File: config.mk
export PLATFORM = sky130hd
export DESIGN_NAME = branch_redirect_unit
export DESIGN_NICKNAME = d
export VERILOG_FILES = /design/src/rtl/branch_redirect_unit.sv
export SDC_FILE = /design/constraint.sdc
export NUM_CORES = 1
export LEC_CHECK = 0
export ABC_AREA = 1
export BUFFER_PORTS_ARGS = -buffer_cell sky130_fd_sc_hd__clkbuf_2
export CAP_MARGIN = 20
export CORE_ASPECT_RATIO = 1.2
export CORE_MARGIN = 2
export CORE_UTILIZATION = 30
export DETAILED_ROUTE_END_ITERATION = 6
export PLACE_DENSITY = 0.64
export RECOVER_POWER = 50
export SETUP_SLACK_MARGIN = 0.2
export SYNTH_ARGS = -nofsm -noshare
export SYNTH_HDL_FRONTEND = slang
export SYNTH_SLANG_ARGS = --single-unit
export TNS_END_PERCENT = 10
File: constraint.sdc
create_clock -name clk -period 2.6 [get_ports clk]
set_input_delay 0.39 -clock clk [delete_from_list [all_inputs] [get_ports clk]]
set_output_delay 0.39 -clock clk [all_outputs]
set_load 0.02 [all_outputs]
File: src/rtl/branch_redirect_unit.sv
// Fetch PC owner: resolves taken branches, JAL and JALR from EX into a fetch redirect,
// flushes IF/ID for FLUSH_CYCLES cycles and traps misaligned targets to TRAP_VEC.
module branch_redirect_unit #(
  parameter int                   VAR_WIDTH    = 32,
  parameter logic [VAR_WIDTH-1:0] RESET_PC     = '0,
  parameter logic [VAR_WIDTH-1:0] TRAP_VEC     = VAR_WIDTH'(32'h0000_0100),
  parameter int                   FLUSH_CYCLES = 2
) (
  input  logic                 clk,
  input  logic                 rst_n,
  input  logic                 ex_valid,
  input  logic                 ex_is_branch,
  input  logic                 ex_is_jal,
  input  logic                 ex_is_jalr,
  input  logic                 cmp_out,
  input  logic [VAR_WIDTH-1:0] ex_pc,
  input  logic [VAR_WIDTH-1:0] ex_imm,
  input  logic [VAR_WIDTH-1:0] ex_rs1,
  input  logic                 stall_i,
  input  logic                 fetch_ready,
  output logic [VAR_WIDTH-1:0] fetch_pc,
  output logic                 fetch_valid,
  output logic                 flush_o,
  output logic [VAR_WIDTH-1:0] link_addr,
  output logic                 trap_o
);

  typedef enum logic [1:0] {BOOT, RUN, FLUSH} state_t;

  localparam logic [2:0] CNT_INIT = 3'(FLUSH_CYCLES - 1);

  state_t               state;
  logic [2:0]           cnt;
  logic                 redirect;
  logic [VAR_WIDTH-1:0] target;
  logic                 misaligned;

  // JALR takes its base from rs1 and clears bit 0; branch/JAL are PC-relative.
  function automatic logic [VAR_WIDTH-1:0] calc_target(
    input logic                 is_jalr,
    input logic [VAR_WIDTH-1:0] pc,
    input logic [VAR_WIDTH-1:0] imm,
    input logic [VAR_WIDTH-1:0] rs1
  );
    logic [VAR_WIDTH-1:0] sum;
    sum = is_jalr ? (rs1 + imm) : (pc + imm);
    if (is_jalr) sum[0] = 1'b0;
    return sum;
  endfunction

  assign redirect   = ex_valid & (ex_is_jal | ex_is_jalr | (ex_is_branch & cmp_out));
  assign target     = calc_target(ex_is_jalr, ex_pc, ex_imm, ex_rs1);
  assign misaligned = (target[1:0] != 2'b00);
  assign link_addr  = ex_pc + VAR_WIDTH'(4);

  always_ff @(posedge clk) begin
    if (!rst_n) begin
      state       <= BOOT;
      fetch_pc    <= RESET_PC;
      fetch_valid <= 1'b0;
      flush_o     <= 1'b0;
      trap_o      <= 1'b0;
      cnt         <= 3'd0;
    end else begin
      case (state)
        BOOT: begin
          state       <= RUN;
          fetch_valid <= 1'b1;
          trap_o      <= 1'b0;
        end
        RUN: begin
          if (redirect) begin
            // Redirect wins over stall and fetch_ready.
            fetch_pc    <= misaligned ? TRAP_VEC : target;
            trap_o      <= misaligned;
            flush_o     <= 1'b1;
            fetch_valid <= 1'b0;
            cnt         <= CNT_INIT;
            state       <= (FLUSH_CYCLES == 1) ? RUN : FLUSH;
          end else begin
            trap_o      <= 1'b0;
            flush_o     <= 1'b0;
            fetch_valid <= 1'b1;
            if (fetch_valid && fetch_ready && !stall_i)
              fetch_pc <= fetch_pc + VAR_WIDTH'(4);
          end
        end
        FLUSH: begin
          trap_o <= 1'b0;
          if (cnt == 3'd0) begin
            state       <= RUN;
            flush_o     <= 1'b0;
            fetch_valid <= 1'b1;
          end else begin
            cnt <= cnt - 3'd1;
          end
        end
        default: state <= BOOT;
      endcase
    end
  end

endmodule
==> Yosys cells after proc, flatten, opt, wreduce, memory -nomap -nowiden <==
Cells that the tools add are included.
{ "classes": {"bitwise": 4, "n_mux": 19, "n_addsub": 5, "n_eq_ne": 5, "n_reduce_logical": 16} }
{ "ops": {"columns": ["operator", "count"], "rows": [
  ["$mux 32", 4],
  ["$add 32x3->32 const B", 2],
  ["$add 32x32->32", 2],
  ["$reduce_and 2->1", 4],
  ["$reduce_bool 2->1", 4],
  ["$mux 1", 6],
  ["$mux 3", 2],
  ["$ne 2x2->1 const B", 3],
  ["$pmux 2 s3", 1],
  ["$pmux 3 s2", 1],
  ["$mux 2", 2],
  ["$pmux 1 s2", 2],
  ["$logic_not 3->1", 1],
  ["$pmux 1 s3", 1],
  ["$reduce_and 3->1", 1],
  ["$reduce_bool 3->1", 1],
  ["$sub 3x1->3 const B", 1],
  ["$and 1x1->1", 2],
  ["$eq 2x1->1 const B", 1],
  ["$eq 2x2->1 const B", 1],
  ["$logic_and 1x1->1", 2],
  ["$logic_not 2->1", 1],
  ["$or 1x1->1", 2],
  ["$reduce_or 2->1", 1],
  ["$logic_not 1->1", 1]
]} }
{ "totals": {"wordCells": 55, "output_inout_bits": 67, "input_bits": 105, "reg_bits": 40} }

==> Longest topological paths before layout <==
Gate-level depths: netlist (run 1).
{ "logic_depth": {"depth_word": 6, "depth_mapped": 18, "ltp_nobuf": 17} }

==> Worst setup path before layout (run 1) <==
No wires, ideal clock.
{ "synth_path": {"kind": "input-to-reg", "startpoint": "input ex_is_jalr", "endpoint": "register fetch_pc[15]", "setup_ns": 0.070, "t_required_ns": 2.530, "slack_ns": 0.071, "stages": 12, "path_buffers": 3, "arrival_ns": 2.459, "cell_sequence": "clkbuf_1 -> clkbuf_1 -> nand2_1 -> nand2_1 -> ha_1 -> fa_1 -> a21o_1 -> nor2_1 -> buf_2 -> a21boi_0 -> o21ai_0 -> a21oi_1"} }
{ "synth_between": {"elab_chain_cells": 5, "elab_cells_between_ends": 10, "cone_classes": "4 x mux; 3 x bitwise; 3 x reduce/logical"} }
{ "synth_rtl": {"columns": ["item", "line_no", "text"], "rows": [
  ["from (decl)", "14", "input logic ex_is_jalr,"],
  ["$mux 32 or $or 1x1->1 (tied branches)", "46, 51", null],
  ["$mux 1 or $or 1x1->1 (tied branches)", "47, 51", null],
  ["$reduce_bool 2->1 or $and 1x1->1 (tied branches)", "53, 51", null],
  ["$mux 32 or $reduce_bool 2->1 (tied branches)", null, null],
  ["$mux 32 or $reduce_and 2->1 (tied branches)", null, null],
  ["to (signal assigned)", "74", "fetch_pc <= misaligned ? TRAP_VEC : target;"],
  ["to (signal assigned)", "85", "fetch_pc <= fetch_pc + VAR_WIDTH'(4);"],
  ["to (decl)", "21", "output logic [VAR_WIDTH-1:0] fetch_pc,"]
]} }
Several ways; a longest one is shown, not always the timed one.
A chain may end at the register's enable or synchronous reset.

==> Final worst setup path (run 1) <==
{ "layout_path": {"startpoint": "input ex_pc[3]", "endpoint": "output link_addr[29]"} }
{ "layout_between": {"elab_chain_cells": 1} }
{ "layout_rtl": {"columns": ["item", "line_no", "text"], "rows": [
  ["from (decl)", "16", "input logic [VAR_WIDTH-1:0] ex_pc,"],
  ["$add 32x3->32", "54", "assign link_addr = ex_pc + VAR_WIDTH'(4);"],
  ["to (decl)", "24", "output logic [VAR_WIDTH-1:0] link_addr,"]
]} }
Every way passes these cells.

==> impl_results.md, run 1 <==
- Placed cells: 1,430
- Seq pwr share: 0.268
- Final net count: 1,340
- Crit path max-delay family: simple AND/OR/NAND/NOR gates
- Largest net degree at the start of global routing: 39
- Synth warnings: 0
- Netlist cell types: 38
- Startpoint Class: input port
- Clock slew at reported path FFs: 60 ps
- Post-synthesis cell count: 1,008
- DRC: 0
- Buf/Inv on CP: 3
- Total Wirelength: 20.0 mm
- Crit path kind: in2out
- Post-CTS Hold Buffers: 0
- Combinational group share of total power: 0.480
- Synth Area in Compound Gates: 0.176
- Drt initial violations: 484
- Max-slew violation count: 0
- CP most frequent cell: nor2_4
- Place WS: 4.73 ps
- Critical path arrival: 1960 ps
- Row Count: 55
- Slowest-stage cell, CP: nor2_4
- PD cells: 390 nW/µm²
- Total gr overflow: 0
- Starting density of the core: 0.303
- CP Capture Type: primary output
- Floorplan core area: 18,600 µm²
- Io pins: 172
- Final hold violation count: 0
- RD Place Congestion: 0.918
- Pleak: 3.65 nW
- Via-to-Cell Ratio: 4.74
- HPWL Detailed: 16.4 mm
- H-tree depth: 2
- Worst endpoint required time: 2210 ps
- Post-synthesis register bit count: 40
- Final setup margin: 251 ps
- Antenna-violating nets left: 0
- CP max FO: 3
- # fillers: 2,122
- Synth Area in XOR/XNOR: 0.0806
- Final core utilization: 0.389
- Internal power: 1.63 mW
- Root Buffer: clkbuf_16
- Synth Flop Type: dfxtp_1
- Initial antenna violation count: 0
- Setup TNS: 0 ps
- CTS sink cnt: 40
- Register area: 801 µm²
- Final Skew: 2.96 ps
- Die area: 20,000 µm²
- CP max stage delay: 180 ps
- Post-synthesis sequential area ratio: 0.142
- Wirelength per Cell: 13.8 µm
- Tmin final: 2350 ps
- Peak supply drop: 0.000226 V
- Vias in the first global route: 6,515
- Sw power: 1.20 mW
- Worst slew pin tran: 670 ps
- RSZ-0062 raised after global routing: yes
- Switching share of total power: 0.425
- Mapped Avg Cell Area: 5.61 µm²
- Asr flop ratio synth: 0
- Die height: 154 µm
- Clock share of power: 0.252
- CTS tree: built
- Final Power: 2.83 mW
- Status: complete, no violations
- Max-cap violations: 0
- Clk Latency, worst-skew pair: 290 ps
- Max_slew headroom: 0.553
- Area delta synth->final: 28.4%
- # diodes: 0
- First-pass iteration count of the detailed router: 7
- Final number of setup-violating endpoints: 0
- Die width: 129 µm
- Final worst-path cycle share: 0.903
- Post-Synth Simple-Gate Area: 0.397
- Mapped Nets: 1,153
- Mux share of post-synthesis cell area: 0
- Cts bufs inserted: 5
- Via count: 6,880
- Multi-input logic area: 4290 µm²
- EDFF count, synth: 0
- Non-Filler Instances: 1,452
- Cell chain of the critical path: clkbuf_8 > buf_4 > nand3_2 > nor2_4 > nand3_4 > nor2_4 > nand3_2 > nor2_4 > nand2_2 > nor2_4 > nand2_1 > xor2_1 > buf_4
- Peak Freq: 0.426 GHz
- Ratio of cells with drive above 1 in the final layout: 0.174
- Total GRT Usage: 0.195
- Worst Hold Class: reg2reg
- Port bufs: 171
- Synthesized area: 5650 µm²
- Largest family of logic cells by synthesized area: simple AND/OR/NAND/NOR gates
- Max clock buf depth: 2
- Global-route wire length before repair: 31.7 mm
- Adder-Cell Fraction of Synth Area: 0.0899
- Worst reg-to-reg setup slack: 630 ps
## what timing repair did
item	in CTS	in global routing
pin swaps	6	12
buffers inserted	6	6
gates cloned	0	2
resized for setup	9	30
setup endpoints to repair	5	24
## worst reg2reg max path, cell delays in order, from the launching register on
cell and delay (ps):
dfxtp_1 370, inv_1 90, ha_1 270, nand2_1 180, nand2_2 210, inv_2 420
a21oi_1 70, o21ai_0 180, a21oi_1 60
## through the flow
stage	area (µm²)	hold slack (ps)
floorplan	5660	431
global placement	6910	440
detailed placement	6910	446
CTS	7180	456
global route	7260	474
finish	7260	454
## flip-flops by register name, indices dropped and copies added (netlist names)
signal / count
fetch_pc: 32
state: 2
cnt: 3
trap_o: 1
fetch_valid: 1
flush_o: 1
## area by class of cell
class | instances | area share
Clock buffer | 6 | 0.0178
Clock inverter | 2 | 0.00483
Sequential cell | 40 | 0.110
Timing Repair Buffer | 202 | 0.156
Multi-Input combinational cell | 799 | 0.591
Inverter | 147 | 0.0760
Tap cell | 256 | 0.0441
## cell usage after synthesis (2+ instances only)
cell | instances | area, µm²
nand4_1 | 11 | 68.8
o21ai_0 | 76 | 380
nor2_2 | 3 | 18.8
a21boi_0 | 6 | 45.0
nor3_2 | 2 | 20.0
a221oi_1 | 2 | 17.5
nor3_1 | 23 | 115
nand3_1 | 62 | 310
a21oi_1 | 81 | 405
o21bai_1 | 5 | 37.5
nor4_1 | 3 | 18.8
and2_1 | 2 | 12.5
o22ai_1 | 2 | 12.5
buf_4 | 2 | 15.0
xor2_1 | 46 | 403
nor2_1 | 81 | 304
a21o_1 | 4 | 30.0
nand3b_1 | 5 | 37.5
nand3_2 | 3 | 30.0
buf_2 | 4 | 20.0
dfxtp_1 | 40 | 801
clkbuf_1 | 16 | 60.1
nand2_1 | 309 | 1160
or2_2 | 5 | 31.3
inv_2 | 3 | 11.3
nor2_4 | 4 | 45.0
a31oi_1 | 6 | 37.5
ha_1 | 39 | 488
nand2_2 | 6 | 37.5
inv_1 | 144 | 541
xnor2_1 | 6 | 52.6
## worst paths after layout
check	end	from	cells past startpoint
setup / recovery	link_addr[29]	ex_pc[3]	13
hold / removal	fetch_pc[1]$_SDFFE_PN0P_	fetch_pc[1]$_SDFFE_PN0P_	2
setup reg to reg	fetch_pc[8]$_SDFFE_PN0P_	state[1]$_SDFFE_PN0P_	8
hold reg to reg	fetch_pc[1]$_SDFFE_PN0P_	fetch_pc[1]$_SDFFE_PN0P_	2
## cells by family (layout without fill, tap and decap cells)
logic type | count (synthesis) | after routing
and+or+nand+nor | 521 | 521
DFF | 40 | 40
xor gates and xnor gates | 52 | 52
adders and majority gates | 40 | 40
buffers and inverters | 169 | 357
AOI/OAI and AO/OA | 186 | 186
## power by group through the flow
stage	clock network [mW]	logic [mW]	registers (mW)
after CTS	0.721	1.33	0.757
after global routing	0.745	1.53	0.768
after global placement	0	1.31	0.770
after detailed placement	0	1.31	0.770
after floorplan	0	0.812	0.810
final	0.712	1.36	0.759
## metal layers
metal / GRT usage / routed length (µm) / up-vias
met2: 0.340 / 9640 / 212
li1: - / - / 3627
met1: 0.253 / 8820 / 3016
met3: 0.0246 / 1200 / 25
met5: 0 / 0 / -
met4: 0.0450 / 338 / 0
## cell usage in the layout, fill, tap and decap left out, types with 7 or more instances in the layout
master and n:
nor2_4 7, clkbuf_2 122, xor2_1 46, nand2_1 306
clkbuf_1 44, dfxtp_1 40, clkbuf_16 7, o21ai_0 70
nor3_1 23, inv_1 144, a21oi_1 79, nand2_2 8
nand3_1 61, nor2_1 77, ha_1 35, buf_4 25
nand4_1 11
Power figures use the tool's default switching activity.
==> inputs of run 2 (changes only) <==
- ABC_AREA: 1 -> 0
- PLACE_DENSITY: 0.64 -> 0.65
==> impl_results.md, run 2 <==
- EDFF count, synth: 0 (unchanged)
- Worst slew pin tran: 753 ps (+83.3 ps)
- Critical path arrival: 2910 ps (+950 ps)
- Tmin final: 2740 ps (+389 ps)
- Most Crowded Layer GR: met2
- Final core utilization: 0.487 (+0.0981)
- Most frequent cells in the layout: buf_4 (146), clkbuf_2 (118), nand2_1 (81), o21ai_0 (55), nor2_1 (50)
- CP max FO: 12 (+9)
- Final hold violation count: 0 (unchanged)
- Top-count cell post-synth: nand2_1
- Synth Area in XOR/XNOR: 0.0866 (+0.00603)
- Max clock buf depth: 2 (unchanged)
- Pleak: 3.44 nW (-5.8%)
- Initial antenna violation count: 0 (unchanged)
- Area delta synth->final: 60.5%
- Mapped Nets: 854 (-26%)
- Total GRT Usage: 0.200 (+0.00506)
- Asr flop ratio synth: 0 (unchanged)
- CP Capture Type: flip-flop
- Final Skew: 7.70 ps (+4.74 ps)
- Failing checks: negative setup slack
- HPWL Detailed: 14.6 mm (-11%)
- Clk Latency, worst-skew pair: 280 ps (about the same)
- Total Wirelength: 18.6 mm (-7.2%)
- Ratio of cells with drive above 1 in the final layout: 0.414 (+0.240)
- Root Buffer: clkbuf_16
- Peak supply drop: 0.000216 V (-4.0%)
- Ranking of synthesized cells by area: dfxtp_1 (16%), ha_1 (9.7%), o21ai_0 (6.9%)
- Global-route wire length before repair: 29.5 mm (-6.8%)
- Worst Hold Class: reg2reg
- Synthesized area: 5060 µm² (-11%)
- Mapped Avg Cell Area: 7.13 µm² (+27%)
- Largest family of logic cells by synthesized area: compound AO/OA/AOI/OAI gates
- Via count: 6,331 (-8.0%)
- Starting density of the core: 0.304 (+0.000508)
- Crit path kind: in2reg
- Die width: 123 µm (-5.2%)
- RD Place Congestion: 0.867 (-5.6%)
- Io pins: 172 (unchanged)
- First-pass iteration count of the detailed router: 4 (-3)
- RSZ-0062 raised after global routing: yes
- Mux share of post-synthesis cell area: 0.0683 (+0.0683)
- Adder-Cell Fraction of Synth Area: 0.100 (+0.0106)
- Port bufs: 171 (unchanged)
- Final net count: 1,151 (-14%)
- Largest registers: fetch_pc (32), cnt (3), state (2)
- Final number of setup-violating endpoints: 12 (+12)
- Max_slew headroom: 0.498 (-0.0555)
- Wirelength per Cell: 15.2 µm (+10%)
- Cell taking the most area after synthesis: dfxtp_1
- Clock slew at reported path FFs: 60 ps (about the same)
- Max-slew violation count: 0 (unchanged)
- Synth Flop Type: dfxtp_1
- Via-to-Cell Ratio: 5.18 (+9.3%)
- Post-synthesis sequential area ratio: 0.158 (+0.0167)
- # fillers: 1,688 (-20%)
- Largest net degree at the start of global routing: 42 (+7.7%)
- Startpoint Class: input port
- Total gr overflow: 0 (unchanged)
- Final setup margin: -138 ps (-389 ps)
- Synth Area in Compound Gates: 0.282 (+0.106)
- Post-Synth Simple-Gate Area: 0.258 (-0.139)
- PD cells: 364 nW/µm² (-6.5%)
- H-tree depth: 2 (unchanged)
- DRC: 0 (unchanged)
- Row Count: 52 (-5.5%)
- CTS sink cnt: 40 (unchanged)
- Hold_ws: 478 ps (+24.0 ps)
- # diodes: 0 (unchanged)
- Vias in the first global route: 6,187 (-5.0%)
- Peak Freq: 0.365 GHz (-14%)
- Grt met3 use: 0.0262 (+0.00161)
- CTS tree: built
- Die height: 146 µm (-5.3%)
- Max-cap violations: 0 (unchanged)
- Antenna-violating nets left: 0 (unchanged)
- Largest reg by FF count: fetch_pc
- Floorplan core area: 16,700 µm² (-11%)
- Drt initial violations: 295 (-39%)
- Synth warnings: 0 (unchanged)
- Netlist cell types: 63 (+66%)
- Worst endpoint required time: 2770 ps (+560 ps)
- Final worst-path cycle share: 1.05 (+0.150)
- Status: finished, violations left
- Area share of the largest cell type after synthesis: 0.158 (-0.0468)
- Largest register FFs: 32 (unchanged)
- Post-synthesis register bit count: 40 (unchanged)
- Met2 Use GR: 0.357 (+0.0168)
- Cts bufs inserted: 5 (unchanged)
- Most common cell after layout, fill and taps aside: buf_4
- Die area: 17,900 µm² (-10%)
- Post-synthesis cell count: 709 (-30%)
- Synth cell count leaders: nand2_1 (83), o21ai_0 (70), nor2_1 (56), a21oi_1 (47), dfxtp_1 (40)
- M1 GR Usage: 0.249 (-0.00402)
run 2: layout make-up:
| cell class | count | area, µm² | share of cell area |
|---|---|---|---|
| Timing Repair Buffer | 324 | 2100 | 0.259 |
| Clock buffer | 7 | 153 | 0.0188 |
| Tap cell | 216 | 270 | 0.0333 |
| Multi-Input combinational cell | 612 | 4710 | 0.580 |
| Inverter | 23 | 86.3 | 0.0106 |
| Sequential cell | 40 | 801 | 0.0987 |
run 2: path summary, 6_finish.rpt:
check / startpoint / endpoint / slack (ps) / cells after the start
max: ex_is_jalr / fetch_pc[24]$_SDFFE_PN0P_ / -140 / 14
min: fetch_pc[1]$_SDFFE_PN0P_ / fetch_pc[1]$_SDFFE_PN0P_ / 480 / 1
max reg2reg: fetch_pc[2]$_SDFFE_PN0P_ / fetch_pc[20]$_SDFFE_PN0P_ / 390 / 9
min reg2reg: fetch_pc[1]$_SDFFE_PN0P_ / fetch_pc[1]$_SDFFE_PN0P_ / 480 / 1
run 2: what timing repair did:
action                                  CTS  global route
endpoints found under the setup margin   37            36
pin swaps                                25            45
gates resized for setup                  47           108
hold buffers                              0             0
buffers inserted                          1             4
gates cloned                              1             0
run 2: cell families (layout without fill, tap and decap cells):
kind of cell,count (synthesis),after routing
AO/OA/AOI/OAI,221,221
XOR/XNOR,50,50
adder cells (fa/ha/maj),40,40
buffers and inverters,57,354
flip-flops,40,40
multiplexers,31,31
AND/OR/NAND/NOR,270,270
run 2: power breakdown:
| part | switching, mW | leakage (nW) | internal, mW | total (mW) |
|---|---|---|---|---|
| Sequential | 0.0337 | 0.324 | 0.643 | 0.677 |
| Combinational | 0.848 | 3.04 | 0.791 | 1.64 |
| Clock | 0.240 | 0.0760 | 0.403 | 0.642 |
run 2: critical path, cell delays in order:
cell and delay, ps:
clkbuf_16 130, buf_12 150, mux2_2 350, ha_1 320, nand3_2 130, nor4_4 310
a22oi_2 140, a21boi_1 190, o21ai_0 110, buf_4 150, buf_4 130, and4_1 180
a211oi_1 160, nor2_1 70
run 2: metrics by stage:
step / setup TNS, ps / total power, mW / cells / setup WS [ps] / area, µm²
2_1_floorplan: -2980 / 1.52 / 709 / -370 / 5250
3_3_place_gp: -10700 / 2.12 / 1209 / -634 / 7290
3_5_place_dp: -12140 / 2.13 / 1209 / -698 / 7290
4_1_cts: -1240 / 2.84 / 1218 / -134 / 7670
5_1_grt: -2680 / 3.14 / 1222 / -226 / 8120
6_report: -887 / 2.96 / 1222 / -138 / 8120
run 2: routing by layer:
| layer | routed length [µm] | vias to the layer above | part of all wire |
|---|---|---|---|
| met3 | 844 | 25 | 0.045 |
| met1 | 8120 | 2909 | 0.44 |
| met4 | 350 | 0 | 0.019 |
| li1 | - | 3207 | - |
| met2 | 9250 | 190 | 0.50 |
| met5 | 0 | - | 0 |
